<file path="config.mk">
export PLATFORM = sky130hd
export DESIGN_NAME = mix_columns_engine
export DESIGN_NICKNAME = d
export VERILOG_FILES = /design/src/rtl/mix_columns_engine.sv
export SDC_FILE = /design/constraint.sdc
export NUM_CORES = 1
export LEC_CHECK = 0
export CELL_PAD_IN_SITES_DETAIL_PLACEMENT = 0
export CELL_PAD_IN_SITES_GLOBAL_PLACEMENT = 1
export CORE_MARGIN = 1.5
export CORE_UTILIZATION = 30
export DETAILED_ROUTE_END_ITERATION = 16
export HOLD_SLACK_MARGIN = 0.08
export PLACE_DENSITY = 0.59
export SYNTH_ARGS = -nofsm -noshare
export SYNTH_HDL_FRONTEND = slang
export SYNTH_SLANG_ARGS = --single-unit
</file>
<file path="constraint.sdc">
create_clock -name clk -period 5.2 [get_ports clk]
set_input_delay 0.78 -clock clk [delete_from_list [all_inputs] [get_ports clk]]
set_output_delay 0.78 -clock clk [all_outputs]
set_load 0.02 [all_outputs]
</file>
<file path="src/rtl/mix_columns_engine.sv">
// AES MixColumns / InvMixColumns engine. Processes one 128-bit state block, COLS_PER_CYCLE columns per clock.
// Latency: out_valid rises N = 4/COLS_PER_CYCLE edges after the input-transfer edge.
// Backpressure: one block in flight. in_ready is low while RUN, and in DONE it follows out_ready.
//
// Ports:
//   clk, rst               clock and synchronous active-high reset
//   in_valid/in_ready      input handshake; in_data (128b) and in_inv are captured on transfer
//   out_valid/out_ready    output handshake; out_data (128b) holds the last finished block
//   busy                   high while the engine is in RUN
// Configuration:
//   COLS_PER_CYCLE         1, 2 or 4 columns per clock
//   MIX_COLUMNS_INV_EN     when defined, the inverse datapath is compiled in and in_inv selects the mode.
//                          When it is undefined, in_inv is ignored and every block uses the forward transform.
module mix_columns_engine #(
  parameter int COLS_PER_CYCLE = 1
) (
  input  logic         clk,
  input  logic         rst,
  input  logic         in_valid,
  output logic         in_ready,
  input  logic [127:0] in_data,
  input  logic         in_inv,
  output logic         out_valid,
  input  logic         out_ready,
  output logic [127:0] out_data,
  output logic         busy
);

  typedef enum logic [1:0] {IDLE, RUN, DONE} state_t;

  // The counter wraps mod 4. With 4 columns per cycle, STEP is 0 and the single RUN cycle is also the last one.
  localparam logic [1:0] STEP     = 2'(COLS_PER_CYCLE);
  localparam logic [1:0] LAST_CNT = 2'(4 - COLS_PER_CYCLE);

  state_t       state, state_nxt;
  logic [1:0]   cnt;
  logic [127:0] work, work_upd;
  logic         in_xfer, out_xfer, last_step;
  logic [1:0]   col_idx;
  logic [31:0]  col_in;

  function automatic logic [7:0] xtime(input logic [7:0] b);
    xtime = {b[6:0], 1'b0} ^ (b[7] ? 8'h1b : 8'h00);
  endfunction

  // Forward column. The row sum is shared: each output is a_i ^ (sum of all four bytes) ^ 2*(a_i ^ a_{i+1}).
  function automatic logic [31:0] fwd_col(input logic [31:0] c);
    logic [7:0] a0, a1, a2, a3, t;
    a0 = c[31:24];
    a1 = c[23:16];
    a2 = c[15:8];
    a3 = c[7:0];
    t  = a0 ^ a1 ^ a2 ^ a3;
    fwd_col = {a0 ^ t ^ xtime(a0 ^ a1),
               a1 ^ t ^ xtime(a1 ^ a2),
               a2 ^ t ^ xtime(a2 ^ a3),
               a3 ^ t ^ xtime(a3 ^ a0)};
  endfunction

`ifdef MIX_COLUMNS_INV_EN
  // Inverse column. The 09/0b/0d/0e multiples are formed from the x2, x4 and x8 xtime chain of each byte.
  function automatic logic [31:0] inv_col(input logic [31:0] c);
    logic [7:0] a [4];
    logic [7:0] m9 [4];
    logic [7:0] mb [4];
    logic [7:0] md [4];
    logic [7:0] me [4];
    logic [7:0] x2, x4, x8;
    for (int i = 0; i < 4; i++) begin
      a[i]  = c[31-8*i -: 8];
      x2    = xtime(a[i]);
      x4    = xtime(x2);
      x8    = xtime(x4);
      m9[i] = x8 ^ a[i];
      mb[i] = x8 ^ x2 ^ a[i];
      md[i] = x8 ^ x4 ^ a[i];
      me[i] = x8 ^ x4 ^ x2;
    end
    inv_col = {me[0] ^ mb[1] ^ md[2] ^ m9[3],
               m9[0] ^ me[1] ^ mb[2] ^ md[3],
               md[0] ^ m9[1] ^ me[2] ^ mb[3],
               mb[0] ^ md[1] ^ m9[2] ^ me[3]};
  endfunction

  logic mode;

  // The mode is latched with the block, so later changes on in_inv do not affect a block already in flight.
  always_ff @(posedge clk) begin
    if (rst) begin
      mode <= 1'b0;
    end else if (in_xfer) begin
      mode <= in_inv;
    end
  end
`else
  logic unused_in_inv;
  assign unused_in_inv = in_inv;
`endif

  assign in_ready  = !rst && ((state == IDLE) || ((state == DONE) && out_ready));
  assign in_xfer   = in_valid && in_ready;
  assign out_xfer  = out_valid && out_ready;
  assign last_step = (state == RUN) && (cnt == LAST_CNT);

  // Replace columns cnt .. cnt+COLS_PER_CYCLE-1 of the working block.
  always_comb begin
    work_upd = work;
    col_idx  = '0;
    col_in   = '0;
    for (int j = 0; j < COLS_PER_CYCLE; j++) begin
      col_idx = cnt + 2'(j);
      col_in  = work[127 - 32*int'(col_idx) -: 32];
`ifdef MIX_COLUMNS_INV_EN
      work_upd[127 - 32*int'(col_idx) -: 32] = mode ? inv_col(col_in) : fwd_col(col_in);
`else
      work_upd[127 - 32*int'(col_idx) -: 32] = fwd_col(col_in);
`endif
    end
  end

  always_comb begin
    state_nxt = state;
    case (state)
      IDLE: if (in_xfer) state_nxt = RUN;
      RUN:  if (cnt == LAST_CNT) state_nxt = DONE;
      DONE: if (out_xfer) state_nxt = in_xfer ? RUN : IDLE;
      default: state_nxt = IDLE;
    endcase
  end

  always_ff @(posedge clk) begin
    if (rst) begin
      state <= IDLE;
    end else begin
      state <= state_nxt;
    end
  end

  always_ff @(posedge clk) begin
    if (rst) begin
      cnt       <= '0;
      work      <= '0;
      out_data  <= '0;
      out_valid <= 1'b0;
      busy      <= 1'b0;
    end else begin
      busy      <= (state_nxt == RUN);
      out_valid <= (state_nxt == DONE);
      if (in_xfer) begin
        work <= in_data;
        cnt  <= '0;
      end else if (state == RUN) begin
        work <= work_upd;
        cnt  <= cnt + STEP;
      end
      // The finished block is published here and then held until the next block completes.
      if (last_step) begin
        out_data <= work_upd;
      end
    end
  end

endmodule

</file>
==> results.cfg, run 1 <==
[power_and_ir_drop]
p_per_area_nw_per_um2 = 383
peakVddDrop_mv = 0.207
p_leak_nw = 6.11

[routing]
viasPerCell = 5.92
avgRoutedWirePerCell_microns = 27.5
wl_microns = 57900
drcViolationCount = 0
vias = 12448
drt_iter0_drc = 1245
dr.pass1.iters = 7
antenna_left = 0

[floorplan]
start_util_pct = 30.5
die_area_sq_um = 45100
dieWidth_microns = 212
fp-row-count = 76
fp.dieH_microns = 212
pin_count = 264
coreArea_sq_um = 43200

[logic_synthesis]
synth_nets = 1454
synth_ff_type = dfxtp_1
synthesis.area_sq_um = 13200
ys_seq_elements = 262
ys_top_cells_by_count = dfxtp_1, a21oi_1, o22ai_1, clkbuf_1, a22oi_1
yosys_warnings = 0
yosys-top-cells-area = dfxtp_1, a21oi_1, o22ai_1
synth.most_common_cell = dfxtp_1
synthArstFlopShare_pct = 0
synth_cells = 1317
synth-edff-count = 0
synth_seq_area_share_pct = 39.8
synth_top_cell_by_area = dfxtp_1
syn_area_per_cell_sq_um = 10.0
yosysUniqueCellTypes = 48
synth_top_area_share_pct = 39.8

[min_path]
hp-start = out_data[12]$_SDFFE_PP0P_
hp-class = flip-flop to flip-flop
hold_depth = 2
min_to = out_data[12]$_SDFFE_PP0P_

[setup_path]
cp_common_cell = clkdlybuf4s50_1
critical-path-slowest-cell = nand2b_1
worst_ep_required_time_ns = 4.42
worstPathArrival_ns = 2.79
path_class = input pin to primary output
worstPathCellList = clkdlybuf4s50_1, nand2b_1, and2_1, clkdlybuf4s50_1
end_kind = primary output
reg2reg_from = cnt[1]$_SDFFE_PP0P_
max_stage_delay_ns = 0.66
critical_path_peak_fanout = 18
reg2reg_slack_ns = 1.85
r2r-end = work[16]$_SDFFE_PP0P_
r2r_cells = 6
crit_path_start_kind = input pin

[timing]
clock.fmax_mhz = 280
setup_viol = 0
tightestPinTransition_ns = 1.28
rsz0062_at_grt = no
tns_ns = 0
fin_crit_sh_pct = 68.6
slew_headroom_pct = 14.2
hold_viol_final = 0
finalMaxSlewViolations = 0
fin_ws_ns = 1.63
whs_ns = 0.445
period_needed_ns = 3.57
fin_skew_ns = 0.0113

[clock_tree]
tritoncts = done
postCtsHoldBufs = 0
clock-sinks = 262
post_cts_buffers = 0
htree_num_levels = 1
numCtsBuffers = 31
clk_path_buf_depth = 3
cts-root-buf = clkbuf_16
clock_latency_ns = 0.58
path_clk_slew_ns = 0.06
cts-resized-gates = 0

[grt]
grt_pass1_vias = 11872
overflow = 0
met1_usage_pct = 37.9
grt.busiest_layer = met1
antenna_found_initial = 1
grt_max_degree = 207
grt_first_pass_wirelength_microns = 83300
grt_util_met3_pct = 3.75
grt_use_total_pct = 25.0
use_met2_pct = 36.6

[place]
port-buffer-count = 262
hpwl_microns = 39200
pre_cts_ws_ns = 1.38
place_congestion = 0.827
dp.cells = 2044
post_dp_cell_area_sq_um = 16200

[job]
drv_cap = 0

[cells_and_area]
final_nets = 1629
fin_cells = 2101
drive_above_1_share_pct = 10.6
fin_area_sq_um = 17300
area_delta_synth_final_pct = 31.5

[run_status]
status = completed
worst max-delay path by stage:
stage                     slack [ns]  depth (start not counted)  startpoint                      to
after floorplan                 2.54                          5   out_ready                in_ready
after global placement          1.37                          7         rst  work[126]$_SDFFE_PP0P_
after detailed placement        1.38                          7   out_ready  work[100]$_SDFFE_PP0P_
after CTS                       1.64                          4   out_ready                in_ready
after global routing            1.51                          4   out_ready                in_ready
final                           1.63                          4   out_ready                in_ready
registers in the layout, summed over array words and instances (netlist names):
register and flops:
busy 1, cnt 2, out_data 128, out_valid 1, state 2, work 128
where the power goes:
group / leakage [nW] / switching [mW] / internal, mW
logic: 3.47 / 1.45 / 0.707
clock network: 0.514 / 0.912 / 1.36
registers: 2.12 / 0.103 / 2.08
total: 6.11 / 2.47 / 4.15
logic make-up after synthesis:
kind of cell / Yosys count / share of synthesized area [%]
adders and majority gates: 4 / 0.380
DFF: 262 / 39.8
xor gates and xnor gates: 74 / 10.4
and+or+nand+nor: 123 / 5.41
buffers and inverters: 162 / 4.88
AOI/OAI and AO/OA: 660 / 33.7
muxes: 32 / 5.47
cell usage in the layout (no fill, tap or decap), types with 24 or more instances in the layout:
cell type / n
dfxtp_1: 261
clkdlybuf4s50_1: 261
a21oi_1: 186
o22ai_1: 140
a22oi_1: 96
a21o_1: 60
o221ai_1: 60
nand2_1: 42
and3_1: 36
xnor3_1: 35
a211oi_1: 34
mux4_2: 32
clkbuf_16: 31
buf_4: 31
and4_1: 24
critical path, delay by kind of cell:
| family | cells | cell delay [ns] |
|---|---|---|
| buf+inv | 2 | 1.09 |
| simple gates | 2 | 0.90 |
per-stage QoR:
stage	util [%]	total power, mW
floorplan	-	3.35
global placement	37.6	4.34
detailed placement	37.6	4.34
CTS	40.1	6.62
global route	40.1	6.80
finish	40.1	6.62
area by class of cell:
| class | instances | area, sq um |
|---|---|---|
| Fill cell | 4264 | 25900 |
| Antenna cell | 2 | 5.00 |
| Clock buffer | 44 | 915 |
| Timing Repair Buffer | 295 | 2900 |
| Multi-Input combinational cell | 893 | 7340 |
| Tap cell | 585 | 732 |
| Clock inverter | 11 | 141 |
| Inverter | 9 | 33.8 |
| Sequential cell | 262 | 5250 |
metal layers:
metal  part of all wire, %  up-vias
met1                    47     6292
met3                   7.6       54
met2                    43      517
li1                      -     5585
met4                   1.9        0
met5                     0        -
Note: power is estimated with default switching activity, not from simulation.
==> run 2, diff against run 1 <==
- clock period: 5.2 -> 3.4 ns (I/O delays scaled with it)
==> run 2 against run 1 <==
Compared with the run above:
- via count rose by 0.93%
- utilization rose by 0.72 points
- count of clock-buffer cells in the layout rose by 3
- sequential power rose by 53%
- wire length rose by 1.8%
- total power rose by 56%
- non-clock buffer count rose by 35
- hold slack got worse by 0.27 ns
- critical path depth rose by 1
- combinational power rose by 67%
- critical path type is now flip-flop to flip-flop
- largest cell class unchanged
==> results.cfg, run 2 (same netlist as run 1, synthesis figures left out) <==
[min_path]
hp-class = input pin to flip-flop
hold_depth = 2

[cells_and_area]
area_delta_synth_final_pct = 33.8
multiInputGateArea_sq_um = 7330
seqCellArea_sq_um = 5250
fin_area_sq_um = 17600
drive_above_1_share_pct = 12.2
most-common-layout-cells = dfxtp_1, clkdlybuf4s50_1, a21oi_1, o22ai_1, a22oi_1
nFillCells = 4280
fin_cells = 2134
utilization_pct = 40.8
reg.largest.list = out_data: 128 flops, work: 128 flops
final_nets = 1663

[clock_tree]
clock_latency_ns = 0.57
tritoncts = done
postCtsHoldBufs = 0
clk_path_buf_depth = 3
htree_num_levels = 1
clock-sinks = 262
post_cts_buffers = 0
cts-root-buf = clkbuf_16
cts-resized-gates = 0
path_clk_slew_ns = 0.06
numCtsBuffers = 30

[power_and_ir_drop]
peakVddDrop_mv = 0.469
p_per_area_nw_per_um2 = 588
power_mw = 10.4
p_leak_nw = 6.29

[place]
place_congestion = 0.852
hpwl_microns = 41200
port-buffer-count = 262
pre_cts_ws_ns = 0.544
post_dp_cell_area_sq_um = 16600
dp.cells = 2079

[timing]
fin_skew_ns = 0.0137
clock.fmax_mhz = 343
fin_ws_ns = 0.486
tns_ns = 0
hold_viol_final = 0
setup_viol = 0
finalMaxSlewViolations = 0
rsz0062_at_grt = no
whs_ns = 0.180
slew_headroom_pct = 20.3
period_needed_ns = 2.91
fin_crit_sh_pct = 85.7
tightestPinTransition_ns = 1.19

[routing]
viasPerCell = 5.89
wl_microns = 58900
vias = 12564
drcViolationCount = 0
dr.pass1.iters = 6
antenna_left = 0
avgRoutedWirePerCell_microns = 27.6
drt_iter0_drc = 1394

[setup_path]
critical_path_peak_fanout = 19
crit_path_start_kind = flip-flop
worstPathArrival_ns = 3.29
path_class = flip-flop to flip-flop
r2r_cells = 5
end_kind = flip-flop
worst_ep_required_time_ns = 3.78

[grt]
antenna_found_initial = 2
overflow = 0
grt_pass1_vias = 12018
grt_first_pass_wirelength_microns = 84400
grt_use_total_pct = 25.4
grt_max_degree = 97

[floorplan]
die_area_sq_um = 45100
fp.dieH_microns = 212
dieWidth_microns = 212
coreArea_sq_um = 43200
fp-row-count = 76
pin_count = 264
start_util_pct = 30.5

[run_status]
status = completed

[job]
drv_cap = 0
## run 2: cell count changes in the layout (fill, tap and decap cells not counted), sizes merged
cell / previous run / this run
diode: 2 / 1
clkbuf: 44 / 47
buf: 34 / 69
inv: 7 / 6
clkinvlp: 3 / 0
## run 2: metal layers
layer	up-vias	track usage (%)	part of all wire (%)
met5	-	0	0.027
met1	6258	38.5	47
met3	76	4.08	8.2
met2	589	36.7	43
met4	2	7.31	2.6
li1	5639	-	-
## run 2: power by group
| group | internal, mW | leakage [nW] | switching (mW) |
|---|---|---|---|
| logic | 1.31 | 3.66 | 2.28 |
| registers | 3.19 | 2.12 | 0.159 |
| clock network | 2.06 | 0.507 | 1.35 |
| total | 6.56 | 6.29 | 3.79 |
## run 2: area by class of cell
cell class	count	share of cell area, %
sequential	262	29.8
antenna	1	0.0142
inverter	9	0.192
clock inverter	7	0.625
timing repair buffer	330	18.4
tap	585	4.16
multi-input combinational	893	41.6
clock buffer	47	5.20
## run 2: worst max-delay path, stage by stage (launching register included)
cell,delay [ns]
dfxtp_1,0.41
buf_4,0.31
mux4_2,0.44
xnor3_1,0.38
xnor2_1,0.93
a2111oi_0,0.25
## run 2: worst paths after layout
path	startpoint	to	slack, ns
min	rst	work[61]$_SDFFE_PP0P_	0.18
max reg2reg	cnt[1]$_SDFFE_PP0P_	work[24]$_SDFFE_PP0P_	0.49
min reg2reg	out_data[17]$_SDFFE_PP0P_	out_data[17]$_SDFFE_PP0P_	0.45
max	cnt[1]$_SDFFE_PP0P_	work[24]$_SDFFE_PP0P_	0.49
==> run 3, diff against run 2 <==
- CORE_MARGIN: 1.5 -> 2
==> run 3 against run 2 <==
Compared with the run above:
- worst setup slack got worse by 0.0030 ns
- utilization grew 0.14 points
- sequential share of layout area down 0.11 points
- critical path type unchanged
- highest routed layer is now met4
- largest cell class unchanged
- first-iteration DRC count decreased by 11%
- hold slack better by 0.12 ns
==> results.cfg, run 3 (same netlist as run 1, synthesis figures left out) <==
[place]
place_congestion = 0.852
dp.cells = 2080
port-buffer-count = 262
pre_cts_ws_ns = 0.433
post_dp_cell_area_sq_um = 16600
hpwl_microns = 41000

[setup_path]
r2r_cells = 5
worstPathArrival_ns = 3.30
end_kind = flip-flop
r2r-end = work[24]$_SDFFE_PP0P_
critical_path_peak_fanout = 29
startpoint = cnt[0]$_SDFFE_PP0P_
reg2reg_slack_ns = 0.48
path_class = flip-flop to flip-flop
reg2reg_from = cnt[0]$_SDFFE_PP0P_
crit_path_start_kind = flip-flop
endpoint = work[24]$_SDFFE_PP0P_
worst_ep_required_time_ns = 3.78

[min_path]
hp-class = input pin to flip-flop
hold_depth = 2

[grt]
grt_use_total_pct = 25.0
grt_pass1_vias = 11993
grt_max_degree = 77
overflow = 0
grt_first_pass_wirelength_microns = 84200
antenna_found_initial = 0

[timing]
finalMaxSlewViolations = 0
fin_crit_sh_pct = 85.8
setup_viol = 0
tns_ns = 0
fin_skew_ns = 0.0176
hold_viol_final = 0
slew_headroom_pct = 30.2
fin_ws_ns = 0.483
tightestPinTransition_ns = 1.04
clock.fmax_mhz = 343
rsz0062_at_grt = no
period_needed_ns = 2.92

[cells_and_area]
utilization_pct = 40.9
seqCellArea_sq_um = 5250
multiInputGateArea_sq_um = 7330
fin_area_sq_um = 17700
most-common-layout-cells = dfxtp_1, clkdlybuf4s50_1, a21oi_1, o22ai_1, a22oi_1
reg.largest.list = out_data: 128 flops, work: 128 flops
fin_cells = 2135
area_delta_synth_final_pct = 34.3
final_nets = 1665
nFillCells = 4274
diodes = 0
drive_above_1_share_pct = 12.3

[clock_tree]
clk_path_buf_depth = 3
clock_latency_ns = 0.57
path_clk_slew_ns = 0.06
numCtsBuffers = 31
htree_num_levels = 1
cts-root-buf = clkbuf_16
tritoncts = done
post_cts_buffers = 0
postCtsHoldBufs = 0
clock-sinks = 262
cts-resized-gates = 0

[routing]
drcViolationCount = 0
vias = 12637
drt_iter0_drc = 1243
dr.pass1.iters = 6
avgRoutedWirePerCell_microns = 27.4
wl_microns = 58600
viasPerCell = 5.92
antenna_left = 0

[run_status]
status = completed

[power_and_ir_drop]
p_leak_nw = 6.32
peakVddDrop_mv = 0.367
p_per_area_nw_per_um2 = 587

[job]
drv_cap = 0

[floorplan]
fp-row-count = 76
dieWidth_microns = 213
die_area_sq_um = 45600
start_util_pct = 30.5
fp.dieH_microns = 213
pin_count = 264
coreArea_sq_um = 43200
==> run 3: changes by cell type in the layout (fill, tap and decap cells not counted) <==
cell      previous run  this run
buf_12               9        13
buf_4               59        56
clkbuf_1             8         9
clkinv_2             4         3
diode_2              1         0
inv_6                0         1
==> run 3: worst max-delay path: stages, from the launching register on <==
cell and delay [ns]:
dfxtp_2 0.37, buf_12 0.25, mux4_2 0.63, xnor3_1 0.39
xnor2_1 0.82, a2111oi_0 0.24
==> run 3: area by class of cell <==
class,instances,share of cell area (%)
Clock buffer,48,5.20
Clock inverter,7,0.644
Inverter,9,0.191
Multi-Input combinational cell,893,41.5
Sequential cell,262,29.7
Tap cell,585,4.14
Timing Repair Buffer,331,18.7
==> run 3: through the flow <==
stage	power [mW]	hold slack (ns)
2_1_floorplan	5.13	0.502
3_3_place_gp	6.91	0.439
3_5_place_dp	6.92	0.443
4_1_cts	10.3	0.281
5_1_grt	10.6	0.303
6_report	10.4	0.296
==> run 3: worst min-delay path by stage <==
stage                                   start                         to
global placement    out_data[17]$_SDFFE_PP0P_  out_data[17]$_SDFFE_PP0P_
floorplan               work[11]$_SDFFE_PP0P_      work[11]$_SDFFE_PP0P_
global route                              rst      work[61]$_SDFFE_PP0P_
CTS                                       rst      work[61]$_SDFFE_PP0P_
detailed placement   out_data[5]$_SDFFE_PP0P_   out_data[5]$_SDFFE_PP0P_
finish                                    rst      work[61]$_SDFFE_PP0P_
==> run 3: metal layers <==
metal	track usage, %	wire, microns
met2	36.6	25200
met4	5.46	1260
met1	38.9	27700
met5	0	0
met3	3.02	4400
==> run 3: power by group <==
part           total [mW]  switching (mW)  leakage, nW  internal, mW
Clock                3.44            1.38        0.509          2.07
Combinational        3.58            2.28         3.69          1.30
Sequential           3.34           0.158         2.12          3.19
